[src/rtl/mem_arb_pkg.sv]
// mem_arbiter shared types: arbiter states, read-data owner tags
// and the lock counter width.
package mem_arb_pkg;

  localparam int LOCK_CNT_W = 4;

  typedef enum logic [1:0] {
    ST_UNLOCKED,
    ST_LOCK_CPU,
    ST_LOCK_HOST
  } state_e;

  typedef enum logic [1:0] {
    OWN_NONE,
    OWN_CPU,
    OWN_HOST
  } owner_e;

endpackage

[src/rtl/mem_arb_lock_timer.sv]
// Lock hold counter: counts cycles a side has held the memory lock.
// expire flags that the cycle being counted now is the last allowed one.
module mem_arb_lock_timer
  import mem_arb_pkg::*;
#(
  parameter int LOCK_MAX = 4
) (
  input  logic                  clk,
  input  logic                  rst_n,
  input  logic                  load,
  input  logic                  inc,
  input  logic                  clr,
  output logic [LOCK_CNT_W-1:0] cnt,
  output logic                  expire
);

  always_ff @(posedge clk or negedge rst_n) begin
    if (!rst_n) begin
      cnt <= '0;
    end else if (clr) begin
      cnt <= '0;
    end else if (load) begin
      cnt <= LOCK_CNT_W'(1);
    end else if (inc) begin
      cnt <= cnt + 1'b1;
    end
  end

  assign expire = (int'(cnt) + 1) >= LOCK_MAX;

endmodule

[src/rtl/mem_arbiter.sv]
// CPU/host arbiter for the shared single-port memory, with atomic lock.
// MEM_ARB_FIXED_PRI_EN: host always wins unlocked conflicts.
module mem_arbiter
  import mem_arb_pkg::*;
#(
  parameter int ADDR_W   = 4,
  parameter int DATA_W   = 8,
  parameter int LOCK_MAX = 4
) (
  input  logic              clk,
  input  logic              rst_n,
  input  logic              cpu_req,
  input  logic              cpu_we,
  input  logic              cpu_lock,
  input  logic [ADDR_W-1:0] cpu_addr,
  input  logic [DATA_W-1:0] cpu_wdata,
  output logic              cpu_gnt,
  output logic              cpu_rvalid,
  output logic [DATA_W-1:0] cpu_rdata,
  input  logic              host_req,
  input  logic              host_we,
  input  logic              host_lock,
  input  logic [ADDR_W-1:0] host_addr,
  input  logic [DATA_W-1:0] host_wdata,
  output logic              host_gnt,
  output logic              host_rvalid,
  output logic [DATA_W-1:0] host_rdata,
  output logic              mem_en,
  output logic              mem_we,
  output logic [ADDR_W-1:0] mem_addr,
  output logic [DATA_W-1:0] mem_wdata,
  input  logic [DATA_W-1:0] mem_rdata
);

  // A one-cycle cap means the granting cycle already uses up the lock.
  localparam bit CAN_LOCK = LOCK_MAX > 1;

  state_e state_q, state_d;
  owner_e infl_q;

  logic cpu_win, host_win;
  logic cpu_pri;
  logic t_load, t_inc, t_clr, t_expire;
  logic [LOCK_CNT_W-1:0] t_cnt;

`ifdef MEM_ARB_FIXED_PRI_EN
  assign cpu_pri = 1'b0;
`else
  logic last_cpu_q;

  always_ff @(posedge clk or negedge rst_n) begin
    if (!rst_n) begin
      last_cpu_q <= 1'b0;
    end else if (cpu_gnt) begin
      last_cpu_q <= 1'b1;
    end else if (host_gnt) begin
      last_cpu_q <= 1'b0;
    end
  end

  assign cpu_pri = ~last_cpu_q;
`endif

  always_comb begin
    cpu_win  = 1'b0;
    host_win = 1'b0;
    unique case (state_q)
      ST_UNLOCKED: begin
        cpu_win  = cpu_req & (~host_req | cpu_pri);
        host_win = host_req & ~cpu_win;
      end
      ST_LOCK_CPU:  cpu_win  = cpu_req;
      ST_LOCK_HOST: host_win = host_req;
      default: ;
    endcase
  end

  assign cpu_gnt  = cpu_win & rst_n;
  assign host_gnt = host_win & rst_n;

  always_comb begin
    state_d = state_q;
    t_load  = 1'b0;
    t_inc   = 1'b0;
    t_clr   = 1'b0;
    unique case (state_q)
      ST_UNLOCKED: begin
        if (CAN_LOCK && cpu_win && cpu_lock) begin
          state_d = ST_LOCK_CPU;
          t_load  = 1'b1;
        end else if (CAN_LOCK && host_win && host_lock) begin
          state_d = ST_LOCK_HOST;
          t_load  = 1'b1;
        end
      end
      ST_LOCK_CPU: begin
        if ((cpu_win && !cpu_lock) || t_expire) begin
          state_d = ST_UNLOCKED;
          t_clr   = 1'b1;
        end else begin
          t_inc = 1'b1;
        end
      end
      ST_LOCK_HOST: begin
        if ((host_win && !host_lock) || t_expire) begin
          state_d = ST_UNLOCKED;
          t_clr   = 1'b1;
        end else begin
          t_inc = 1'b1;
        end
      end
      default: begin
        state_d = ST_UNLOCKED;
        t_clr   = 1'b1;
      end
    endcase
  end

  always_ff @(posedge clk or negedge rst_n) begin
    if (!rst_n) begin
      state_q <= ST_UNLOCKED;
    end else begin
      state_q <= state_d;
    end
  end

  mem_arb_lock_timer #(
    .LOCK_MAX (LOCK_MAX)
  ) u_lock_timer (
    .clk    (clk),
    .rst_n  (rst_n),
    .load   (t_load),
    .inc    (t_inc),
    .clr    (t_clr),
    .cnt    (t_cnt),
    .expire (t_expire)
  );

  assign mem_en    = cpu_gnt | host_gnt;
  assign mem_we    = host_gnt ? host_we : (cpu_gnt & cpu_we);
  assign mem_addr  = host_gnt ? host_addr : cpu_addr;
  assign mem_wdata = host_gnt ? host_wdata : cpu_wdata;

  // Single in-flight read: the memory returns data exactly one cycle later.
  always_ff @(posedge clk or negedge rst_n) begin
    if (!rst_n) begin
      infl_q <= OWN_NONE;
    end else if (cpu_gnt && !cpu_we) begin
      infl_q <= OWN_CPU;
    end else if (host_gnt && !host_we) begin
      infl_q <= OWN_HOST;
    end else begin
      infl_q <= OWN_NONE;
    end
  end

  assign cpu_rvalid  = (infl_q == OWN_CPU);
  assign host_rvalid = (infl_q == OWN_HOST);
  assign cpu_rdata   = mem_rdata;
  assign host_rdata  = mem_rdata;

endmodule

[config.mk]
export PLATFORM = sky130hd
export DESIGN_NAME = mem_arbiter
export DESIGN_NICKNAME = d
export VERILOG_FILES = /design/src/rtl/mem_arb_pkg.sv /design/src/rtl/mem_arb_lock_timer.sv /design/src/rtl/mem_arbiter.sv
export SDC_FILE = /design/constraint.sdc
export NUM_CORES = 1
export LEC_CHECK = 0
export BUFFER_PORTS_ARGS = -buffer_cell sky130_fd_sc_hd__buf_2
export CORE_AREA = 4 4 54 56
export CTS_CLUSTER_SIZE = 30
export DETAILED_ROUTE_END_ITERATION = 10
export DIE_AREA = 0 0 58 60
export PLACE_DENSITY = 0.83
export SYNTH_ARGS = -nofsm -noshare
export SYNTH_HDL_FRONTEND = slang
export SYNTH_SLANG_ARGS = --single-unit
export TNS_END_PERCENT = 100
[constraint.sdc]
create_clock -name clk -period 1.9 [get_ports clk]
set_clock_uncertainty 0.05 [all_clocks]
set_input_delay 0.095 -clock clk [delete_from_list [all_inputs] [get_ports clk]]
set_output_delay 0.095 -clock clk [all_outputs]
set_load 0.05 [all_outputs]
==> results of run 1 <==
-- per-stage QoR --
| step | std cells | TNS [ps] |
|---|---|---|
| after floorplan | 119 | 0 |
| final | 202 | -420 |
| after detailed placement | 184 | -160 |
| after CTS | 201 | -609 |
| after global placement | 184 | 0 |
| after global routing | 202 | -1410 |
-- state kept, by name (all words and copies together) (netlist names) --
| name | flops |
|---|---|
| infl_q | 2 |
| state_q | 2 |
| last_cpu_q | 1 |
| u_lock_timer.cnt | 4 |
-- final cells by class --
type                    count  area, sq um
clock buffers               4         26.3
fillers                   189          931
flip-flops and latches      9          226
well taps                  30         37.5
multi-input cells          85          637
repair inverters            1         7.51
inverters                   7         35.0
repair buffers             66          532
-- cell usage in the layout, fill, tap and decap left out, drive strengths merged, types with 4 or more instances in the layout --
| cell type | instances |
|---|---|
| nor2 | 4 |
| clkbuf | 4 |
| ha | 6 |
| a21oi | 4 |
| nand2 | 43 |
| dfrtp | 9 |
| nor2b | 5 |
| buf | 63 |
| inv | 6 |
-- Yosys cell counts (2+ instances only) --
master,n,share of area (%)
a21oi_1,3,1.7
buf_4,16,13
dfrtp_1,9,25
ha_1,6,8.4
inv_1,6,2.5
nand2_1,43,18
nand2b_1,3,2.1
nand3_1,2,1.1
nor2_1,3,1.3
nor2b_1,5,3.5
o211ai_2,2,2.8
-- per-layer routing --
| layer | vias to the layer above | share of wire [%] |
|---|---|---|
| met4 | 0 | 1.3 |
| met3 | 7 | 12 |
| met5 | - | 0 |
| li1 | 473 | - |
| met2 | 44 | 54 |
| met1 | 458 | 33 |
-- worst reg2reg max path: cells and delay by family, from the launching register on --
kind / cells / cell delay (ps)
AOI/OAI and AO/OA: 3 / 520
adders and majority gates: 1 / 200
buffers and inverters: 2 / 270
DFF: 1 / 450
and+or+nand+nor: 1 / 160
-- what timing repair did --
| item | in CTS | in global routing |
|---|---|---|
| pin swaps | 18 | 2 |
| hold buffers | 3 | 0 |
| resized for setup | 65 | 5 |
| buffers inserted | 9 | 1 |
| hold endpoints to repair | 11 | 0 |
| gates cloned | 1 | 0 |
| endpoints found under the setup margin | 16 | 16 |
-- cell families (layout without fill, tap and decap cells) --
logic type / count (synthesis) / in the layout / share of synthesized area, %
AO/OA/AOI/OAI: 17 / 17 / 17.5
XOR/XNOR: 1 / 1 / 0.979
adder cells (fa/ha/maj): 6 / 6 / 8.39
buffers and inverters: 25 / 78 / 18.2
flip-flops: 9 / 9 / 25.2
multiplexers: 1 / 1 / 1.12
AND/OR/NAND/NOR: 60 / 60 / 28.7
-- where the power goes --
group | switching, mW | total, mW | internal, mW
Combinational | 0.707 | 1.27 | 0.564
Sequential | 0.0529 | 0.295 | 0.242
Clock | 0.0667 | 0.148 | 0.0809
-- worst paths after layout --
path / from / endpoint / slack, ps
max in group asynchronous: rst_n / state_q[1]$_DFFE_PN0P_ / 1350
min: cpu_req / last_cpu_q$_DFFE_PN0P_ / 120
max reg2reg: state_q[1]$_DFFE_PN0P_ / u_lock_timer.cnt[2]$_DFFE_PN0P_ / 170
min reg2reg: u_lock_timer.cnt[3]$_DFFE_PN0P_ / u_lock_timer.cnt[3]$_DFFE_PN0P_ / 460
max: state_q[1]$_DFFE_PN0P_ / mem_wdata[1] / -60
min in group asynchronous: rst_n / u_lock_timer.cnt[3]$_DFFE_PN0P_ / 200
==> results.py, run 1 <==
metrics = {
    "outcome": {
        "status": "finished with violations",
        "violations": "setup timing",
    },
    "placement": {
        "placed_cell_area_sq_um": 1120,
        "dp_slack_ps": -26.4,
        "gp_congestion": 0.785,
        "portBuffers": 49,
        "place_hpwl_um": 1860,
    },
    "sta": {
        "period_share_pct": 103,
        "setup_ws_ps": -57.0,
        "whs_ps": 122,
        "setup_viol": 10,
        "finalHoldViolations": 0,
        "fmax_mhz": 511,
        "finalMaxSlewViolations": 0,
        "slew_headroom_pct": 79.6,
        "worst_pin_slew_ps": 306,
        "rsz0062_at_grt": "true",
        "period_minus_slack_ps": 1960,
    },
    "setup_path": {
        "cp_max_fo": 8,
        "worst-path-buf-inv": 3,
        "startpoint_type": "flop",
        "worstSetupPathType": "reg -> out",
        "critical_path_arrival_ps": 1810,
        "critical-path-top-delay-family": "flip-flops",
        "crit_path_top_delay_cell": "dfrtp_2",
        "path_depth": 8,
        "r2r_cells": 7,
        "crit_chain": "ha_4, o21a_4, o211ai_4, buf_12, buf_8, nand2_2, nand2_2, buf_8",
        "cp-end-kind": "output port",
        "max_stage_delay_ps": 450,
        "crit_required_ps": 1750,
    },
    "power_and_ir_drop": {
        "power_leakage_nw": 0.754,
        "power-per-cell-area_nw_per_um2": 1140,
        "p_total_mw": 1.71,
        "irDropWorstVdd_mv": 0.711,
    },
    "grt": {
        "grtUsageMet3_pct": 6.26,
        "globalRouteMet1Util_pct": 16.0,
        "antenna_found_initial": 0,
        "grt_pass1_wl_um": 4540,
        "grt_max_degree": 12,
        "gr-usage-all-layers_pct": 17.0,
        "grt_pass1_vias": 1080,
        "overflow": 0,
        "gr-usage-met2_pct": 33.4,
        "grt_most_used_layer": "met2",
    },
    "run": {
        "max_cap_violations": 0,
    },
    "floorplan": {
        "num_io_pins": 74,
        "initial_core_util_pct": 36.8,
        "die_h_um": 60,
        "rows": 18,
        "core_area_sq_um": 2430,
        "die_area_sq_um": 3480,
        "die_w_um": 58,
    },
    "layout": {
        "area_growth_pct": 67.8,
        "antenna_cells": 0,
        "fin_util_pct": 61.7,
        "drive_gt1_share_pct": 64.5,
        "finish.net_count": 219,
        "postLayoutCellArea_sq_um": 1500,
    },
    "route": {
        "num_vias": 982,
        "first_iter_violations": 23,
        "dr.pass1.iters": 4,
        "ant_nets": 0,
        "drc": 0,
        "finalWirelength_um": 2810,
        "wl_per_cell_um": 13.9,
        "routed_via_density": 4.86,
    },
    "clock_tree": {
        "cts_sinks": 9,
        "clockBufferDepth": 2,
        "cts_tree": "yes",
        "cts_made_buffers": 3,
        "clk_pin_slew_ps": 60,
        "htreeDepth": 1,
        "clock_latency_ps": 260,
        "root_buffer": "clkbuf_4",
    },
    "logic_synthesis": {
        "syn-num-nets": 165,
        "ys_ff_latch": 9,
        "syn_avg_cell_area_sq_um": 7.52,
        "yosysSeqAreaShare_pct": 25.2,
        "ys_warn_count": 0,
        "synth_area_sq_um": 895,
        "syn-instance-count": 119,
        "synthArstFlopShare_pct": 100,
        "synth_flop_cell": "dfrtp_1",
        "synth_cell_type_count": 32,
        "synth_edf_count": 0,
    },
    "hold_path": {
        "holdPathStages": 3,
        "hold_class": "in -> reg",
    },
}
Note: power is estimated with default switching activity, not from simulation.
==> run 2: changes to the inputs <==
--- a/config.mk
+++ b/config.mk
@@ -11,6 +11,7 @@
 export DETAILED_ROUTE_END_ITERATION = 10
 export DIE_AREA = 0 0 58 60
 export PLACE_DENSITY = 0.83
+export REMOVE_ABC_BUFFERS = 1
 export SYNTH_ARGS = -nofsm -noshare
 export SYNTH_HDL_FRONTEND = slang
 export SYNTH_SLANG_ARGS = --single-unit
==> run 2 against run 1 <==
The flow still finishes with violations (setup timing). Worst setup slack worse by 46 ps. Maximum frequency decreased by 2.3%. Final area shrank 3.2%. Utilization decreased by 2.0 points. Clock-buffer cell count unchanged.
==> results.py, run 2 (synthesized netlist as in run 1, its figures left out) <==
metrics = {
    "outcome": {
        "violations": "setup timing",
        "status": "finished with violations",
    },
    "sta": {
        "setup_viol": 13,
        "finalHoldViolations": 0,
        "fmax_mhz": 499,
        "finalMaxSlewViolations": 0,
        "rsz0062_at_grt": "true",
        "slew_headroom_pct": 73.9,
        "setup-tns-final_ps": -593,
        "period_share_pct": 105,
        "whs_ps": 141,
        "worst_pin_slew_ps": 390,
        "setup_ws_ps": -103,
        "period_minus_slack_ps": 2000,
    },
    "power_and_ir_drop": {
        "power-per-cell-area_nw_per_um2": 1200,
        "p_total_mw": 1.75,
        "irDropWorstVdd_mv": 0.719,
        "power_leakage_nw": 0.764,
    },
    "route": {
        "finalWirelength_um": 3620,
        "wl_per_cell_um": 17.8,
        "num_vias": 1081,
        "ant_nets": 0,
        "routed_via_density": 5.33,
        "drc": 0,
        "dr.pass1.iters": 4,
        "first_iter_violations": 58,
    },
    "placement": {
        "portBuffers": 49,
        "gp_congestion": 0.818,
        "place_hpwl_um": 1920,
        "dp_slack_ps": 67.4,
        "placed_cell_area_sq_um": 1090,
    },
    "clock_tree": {
        "clock_latency_ps": 260,
        "root_buffer": "clkbuf_4",
        "htreeDepth": 1,
        "cts_tree": "yes",
        "cts_sinks": 9,
        "clk_pin_slew_ps": 60,
        "clockBufferDepth": 2,
        "cts_made_buffers": 3,
    },
    "grt": {
        "overflow": 0,
        "grt_pass1_vias": 958,
        "grt_max_degree": 14,
        "antenna_found_initial": 0,
        "grt_pass1_wl_um": 4040,
        "gr-usage-all-layers_pct": 14.9,
    },
    "setup_path": {
        "cp_max_fo": 8,
        "cp-end-kind": "output port",
        "worstSetupPathType": "reg -> out",
        "crit_required_ps": 1750,
        "critical_path_arrival_ps": 1860,
        "startpoint_type": "flop",
    },
    "layout": {
        "layout_commonest_cell": "buf_2",
        "layout_common_cells": "buf_2, nand2_1, buf_6",
        "antenna_cells": 0,
        "finish.net_count": 220,
        "top_regs": "u_lock_timer.cnt (4), infl_q (2), state_q (2)",
        "regMostFlops": "u_lock_timer.cnt",
        "postLayoutCellArea_sq_um": 1450,
        "largest_reg_flops": 4,
        "drive_gt1_share_pct": 57.8,
        "area_growth_pct": 62.5,
    },
    "floorplan": {
        "die_w_um": 58,
        "num_io_pins": 74,
        "die_area_sq_um": 3480,
        "die_h_um": 60,
        "initial_core_util_pct": 36.8,
        "rows": 18,
        "core_area_sq_um": 2430,
    },
    "hold_path": {
        "hold_class": "in -> out",
    },
    "run": {
        "max_cap_violations": 0,
    },
}
-- run 2: worst paths after layout --
| check | startpoint | to | slack, ps | depth (start not counted) |
|---|---|---|---|---|
| setup reg to reg | u_lock_timer.cnt[0]$_DFFE_PN0P_ | state_q[0]$_DFFE_PN0P_ | 140 | 5 |
| hold reg to reg | u_lock_timer.cnt[3]$_DFFE_PN0P_ | u_lock_timer.cnt[3]$_DFFE_PN0P_ | 470 | 1 |
| setup / recovery | state_q[1]$_DFFE_PN0P_ | mem_wdata[4] | -100 | 8 |
| min in group asynchronous | rst_n | infl_q[1]$_DFF_PN0_ | 220 | 2 |
| hold / removal | mem_rdata[0] | host_rdata[0] | 140 | 0 |
| max in group asynchronous | rst_n | state_q[0]$_DFFE_PN0P_ | 1320 | 2 |
-- run 2: area by class of cell --
cell class | count | area [sq um]
clock buffers | 4 | 26.3
fillers | 194 | 978
inverters | 7 | 31.3
multi-input cells | 86 | 641
flip-flops and latches | 9 | 225
well taps | 30 | 37.5
repair buffers | 66 | 487
repair inverters | 1 | 6.26
-- run 2: where the power goes --
part / switching (mW) / internal, mW / leakage (nW)
Sequential: 0.0543 / 0.240 / 0.118
Clock: 0.0713 / 0.0812 / 0.0150
Combinational: 0.760 / 0.542 / 0.630
Total: 0.886 / 0.864 / 0.764
-- run 2: timing repair --
item                                    in CTS  in global routing
resized for setup                           32                 36
gates cloned                                 1                  1
pin swaps                                    5                 11
endpoints found under the setup margin      15                 16
setup buffers                                2                  5
hold endpoints to repair                    11                  0
hold buffers                                 3                  0
-- run 2: routing by layer --
metal  GRT usage (%)  vias to the layer above  wire, um
met4            7.28                        0       138
met3            8.21                       20       278
met5               0                        -         0
li1                -                      482         -
met2            24.0                       80      2010
met1            15.9                      499      1190
-- run 2: worst max-delay path: stages (launching register included) --
cell and delay [ps]:
dfrtp_1 420, inv_2 80, ha_4 180, o21a_4 210, o211ai_4 170, clkinv_4 160, nand2_1 120, nand2_1 80
buf_6 160
-- run 2: through the flow --
stage,utilization [%],instances
CTS,52.8,197
finish,59.8,203
global placement,45.0,187
detailed placement,45.0,187
global route,59.8,203
floorplan,-,101
==> run 3: changes to the inputs <==
--- a/config.mk
+++ b/config.mk
@@ -10,9 +10,10 @@
 export CTS_CLUSTER_SIZE = 30
 export DETAILED_ROUTE_END_ITERATION = 10
 export DIE_AREA = 0 0 58 60
-export PLACE_DENSITY = 0.83
+export PLACE_DENSITY = 0.85
 export REMOVE_ABC_BUFFERS = 1
 export SYNTH_ARGS = -nofsm -noshare
 export SYNTH_HDL_FRONTEND = slang
+export SYNTH_HIERARCHICAL = 1
 export SYNTH_SLANG_ARGS = --single-unit
 export TNS_END_PERCENT = 100
==> run 3 against run 2 <==
The run still ends with setup timing left. Utilization rose by 4.6 points. Non-clock buffer count rose by 10. Critical path depth fell by 1. Register-to-register slack got worse by 280 ps. Final cell count fell by 7.9%. Flip-flop and latch count did not move. Global-route usage rose by 4.6 points. Worst setup slack got worse by 36 ps. Final area rose by 7.7%. Combinational power rose by 8%. First-iteration DRC count fell by 21%. Critical path type is now reg -> reg. Largest power group unchanged.
==> results.py, run 3 <==
metrics = {
    "clock_tree": {
        "root_buffer": "clkbuf_4",
        "cts_tree": "yes",
        "cts_sinks": 9,
        "clk_pin_slew_ps": 70,
        "cts_made_buffers": 3,
        "clock_latency_ps": 270,
        "htreeDepth": 1,
        "clockBufferDepth": 2,
    },
    "logic_synthesis": {
        "ys_warn_count": 6,
        "ys_ff_latch": 9,
        "synthArstFlopShare_pct": 100,
        "syn-instance-count": 94,
        "synth_edf_count": 0,
        "yosysSeqAreaShare_pct": 24.3,
        "synth_flop_cell": "dfrtp_1",
        "synthTopCellsByCount": "buf_4, dfrtp_1, mux2_4",
        "syn_avg_cell_area_sq_um": 9.88,
        "synth_cell_type_count": 36,
        "synth_area_leaders": "dfrtp_1, buf_4, mux2_4",
        "synth_area_sq_um": 928,
        "synthDominantCellAreaShare_pct": 24.3,
        "synth_top_area_cell": "dfrtp_1",
        "synth.most_common_cell": "buf_4",
    },
    "layout": {
        "top_regs": "u_lock_timer/cnt (4), infl_q (2), state_q (2)",
        "fin_util_pct": 64.4,
        "drive_gt1_share_pct": 74.5,
        "area_growth_pct": 68.7,
        "regMostFlops": "u_lock_timer/cnt",
        "finish.net_count": 203,
        "largest_reg_flops": 4,
        "antenna_cells": 0,
        "layout_commonest_cell": "buf_2",
        "layout_common_cells": "buf_2, buf_4, buf_6",
    },
    "route": {
        "finalWirelength_um": 3510,
        "num_vias": 970,
        "dr.pass1.iters": 4,
        "routed_via_density": 5.19,
        "wl_per_cell_um": 18.8,
        "drc": 0,
        "first_iter_violations": 46,
        "ant_nets": 0,
    },
    "power_and_ir_drop": {
        "power-per-cell-area_nw_per_um2": 1190,
        "power_leakage_nw": 0.768,
        "irDropWorstVdd_mv": 0.789,
    },
    "sta": {
        "period_minus_slack_ps": 2040,
        "setup_ws_ps": -139,
        "fmax_mhz": 491,
        "slew_headroom_pct": 83.0,
        "finalMaxSlewViolations": 0,
        "rsz0062_at_grt": "true",
        "period_share_pct": 107,
        "setup-tns-final_ps": -1620,
        "setup_viol": 16,
        "finalHoldViolations": 0,
        "worst_pin_slew_ps": 252,
        "whs_ps": 141,
    },
    "placement": {
        "gp_congestion": 0.843,
        "place_hpwl_um": 2180,
        "dp_slack_ps": -175,
        "portBuffers": 49,
    },
    "floorplan": {
        "die_w_um": 58,
        "die_area_sq_um": 3480,
        "rows": 18,
        "initial_core_util_pct": 38.2,
        "num_io_pins": 74,
        "die_h_um": 60,
        "core_area_sq_um": 2430,
    },
    "setup_path": {
        "max_stage_delay_ps": 460,
        "setup.worst_path.start": "u_lock_timer/cnt[0]$_DFFE_PN0P_",
        "startpoint_type": "flop",
        "critical_path_arrival_ps": 2200,
        "worstSetupPathType": "reg -> reg",
        "path_depth": 7,
        "cp_max_fo": 5,
        "worst-path-buf-inv": 1,
        "crit_path_top_delay_cell": "a221o_2",
        "rrSetupSlack_ps": -140,
        "critical-path-top-delay-family": "simple AND/OR/NAND/NOR gates",
        "r2r-end": "u_lock_timer/cnt[3]$_DFFE_PN0P_",
        "r2r_cells": 7,
        "crit_end": "u_lock_timer/cnt[3]$_DFFE_PN0P_",
        "cp-end-kind": "flop",
        "crit_required_ps": 2060,
        "timing.rr.start": "u_lock_timer/cnt[0]$_DFFE_PN0P_",
        "crit_chain": "ha_2, or3_4, inv_4, nand2_2, a221o_2, nor3b_2, mux2_4",
    },
    "outcome": {
        "violations": "setup timing",
        "status": "finished with violations",
    },
    "hold_path": {
        "hold_class": "in -> out",
    },
    "run": {
        "max_cap_violations": 0,
    },
    "grt": {
        "grt_max_degree": 12,
        "overflow": 0,
        "grt_pass1_wl_um": 5200,
        "antenna_found_initial": 0,
        "gr-usage-all-layers_pct": 19.5,
        "grt_pass1_vias": 1045,
    },
}
run 3: changes by cell type after synthesis, moves of 2 or more:
cell      delta
mux2_4       +7
nand3_1      -2
mux2_2       +5
nor3_1       +2
nand2_1     -38
nand3b_1     +2
run 3: kinds of logic after synthesis:
family          after synthesis  share of synthesized area, %
compound gates               16                          13.1
xor+xnor                      1                         0.944
fa+ha+maj                     5                          6.74
buf+inv                      22                          17.1
flops                         9                          24.3
mux                          14                          19.7
simple gates                 27                          18.2
run 3: layer usage:
| metal | routed length [um] | share of wire [%] | vias to the layer above | GRT usage [%] |
|---|---|---|---|---|
| met3 | 169 | 4.8 | 10 | 5.40 |
| met1 | 1330 | 38 | 477 | 22.5 |
| met2 | 1930 | 55 | 37 | 34.0 |
| met5 | 0 | 0 | - | 0 |
| met4 | 92 | 2.6 | 0 | 7.95 |
| li1 | - | - | 446 | - |
run 3: repair_timing:
action | 4_1_cts | 5_1_grt
pin swaps | 6 | 9
hold endpoints to repair | 11 | 0
resized for setup | 44 | 22
setup buffers | 10 | 3
hold buffers | 3 | 0
endpoints found under the setup margin | 19 | 21
gates cloned | 0 | 0
run 3: cell type report:
cell class                 count  area [sq um]
multi-input combinational     63           676
clock buffer                   4          26.3
sequential                     9           226
tap                           30          37.5
inverter                       5          23.8
fill                         168           866
timing repair buffer          76           577
run 3: how the worst min path moves through the flow:
stage | start | end | slack (ps) | cells past startpoint
final | mem_rdata[0] | host_rdata[0] | 140 | 0
after global routing | mem_rdata[0] | host_rdata[0] | 140 | 0
after CTS | mem_rdata[4] | host_rdata[4] | 140 | 0
after detailed placement | rst_n | u_lock_timer/cnt[1]$_DFFE_PN0P_ | 6 | 2
after global placement | rst_n | u_lock_timer/cnt[0]$_DFFE_PN0P_ | 8 | 2
after floorplan | rst_n | infl_q[0]$_DFF_PN0_ | -250 | 0
run 3: stage by stage:
stage               power, mW  instances  cell area, sq um
global placement         1.18        168              1160
finish                   1.86        187              1570
CTS                      1.64        185              1460
floorplan               0.920         77               788
global route             1.96        187              1570
detailed placement       1.22        168              1160
run 3: report_power, final:
| part | leakage [nW] | total (mW) | internal, mW | switching, mW |
|---|---|---|---|---|
| clock | 0.0150 | 0.158 | 0.0813 | 0.0763 |
| sequential | 0.117 | 0.298 | 0.246 | 0.0521 |
| combinational | 0.636 | 1.41 | 0.668 | 0.739 |
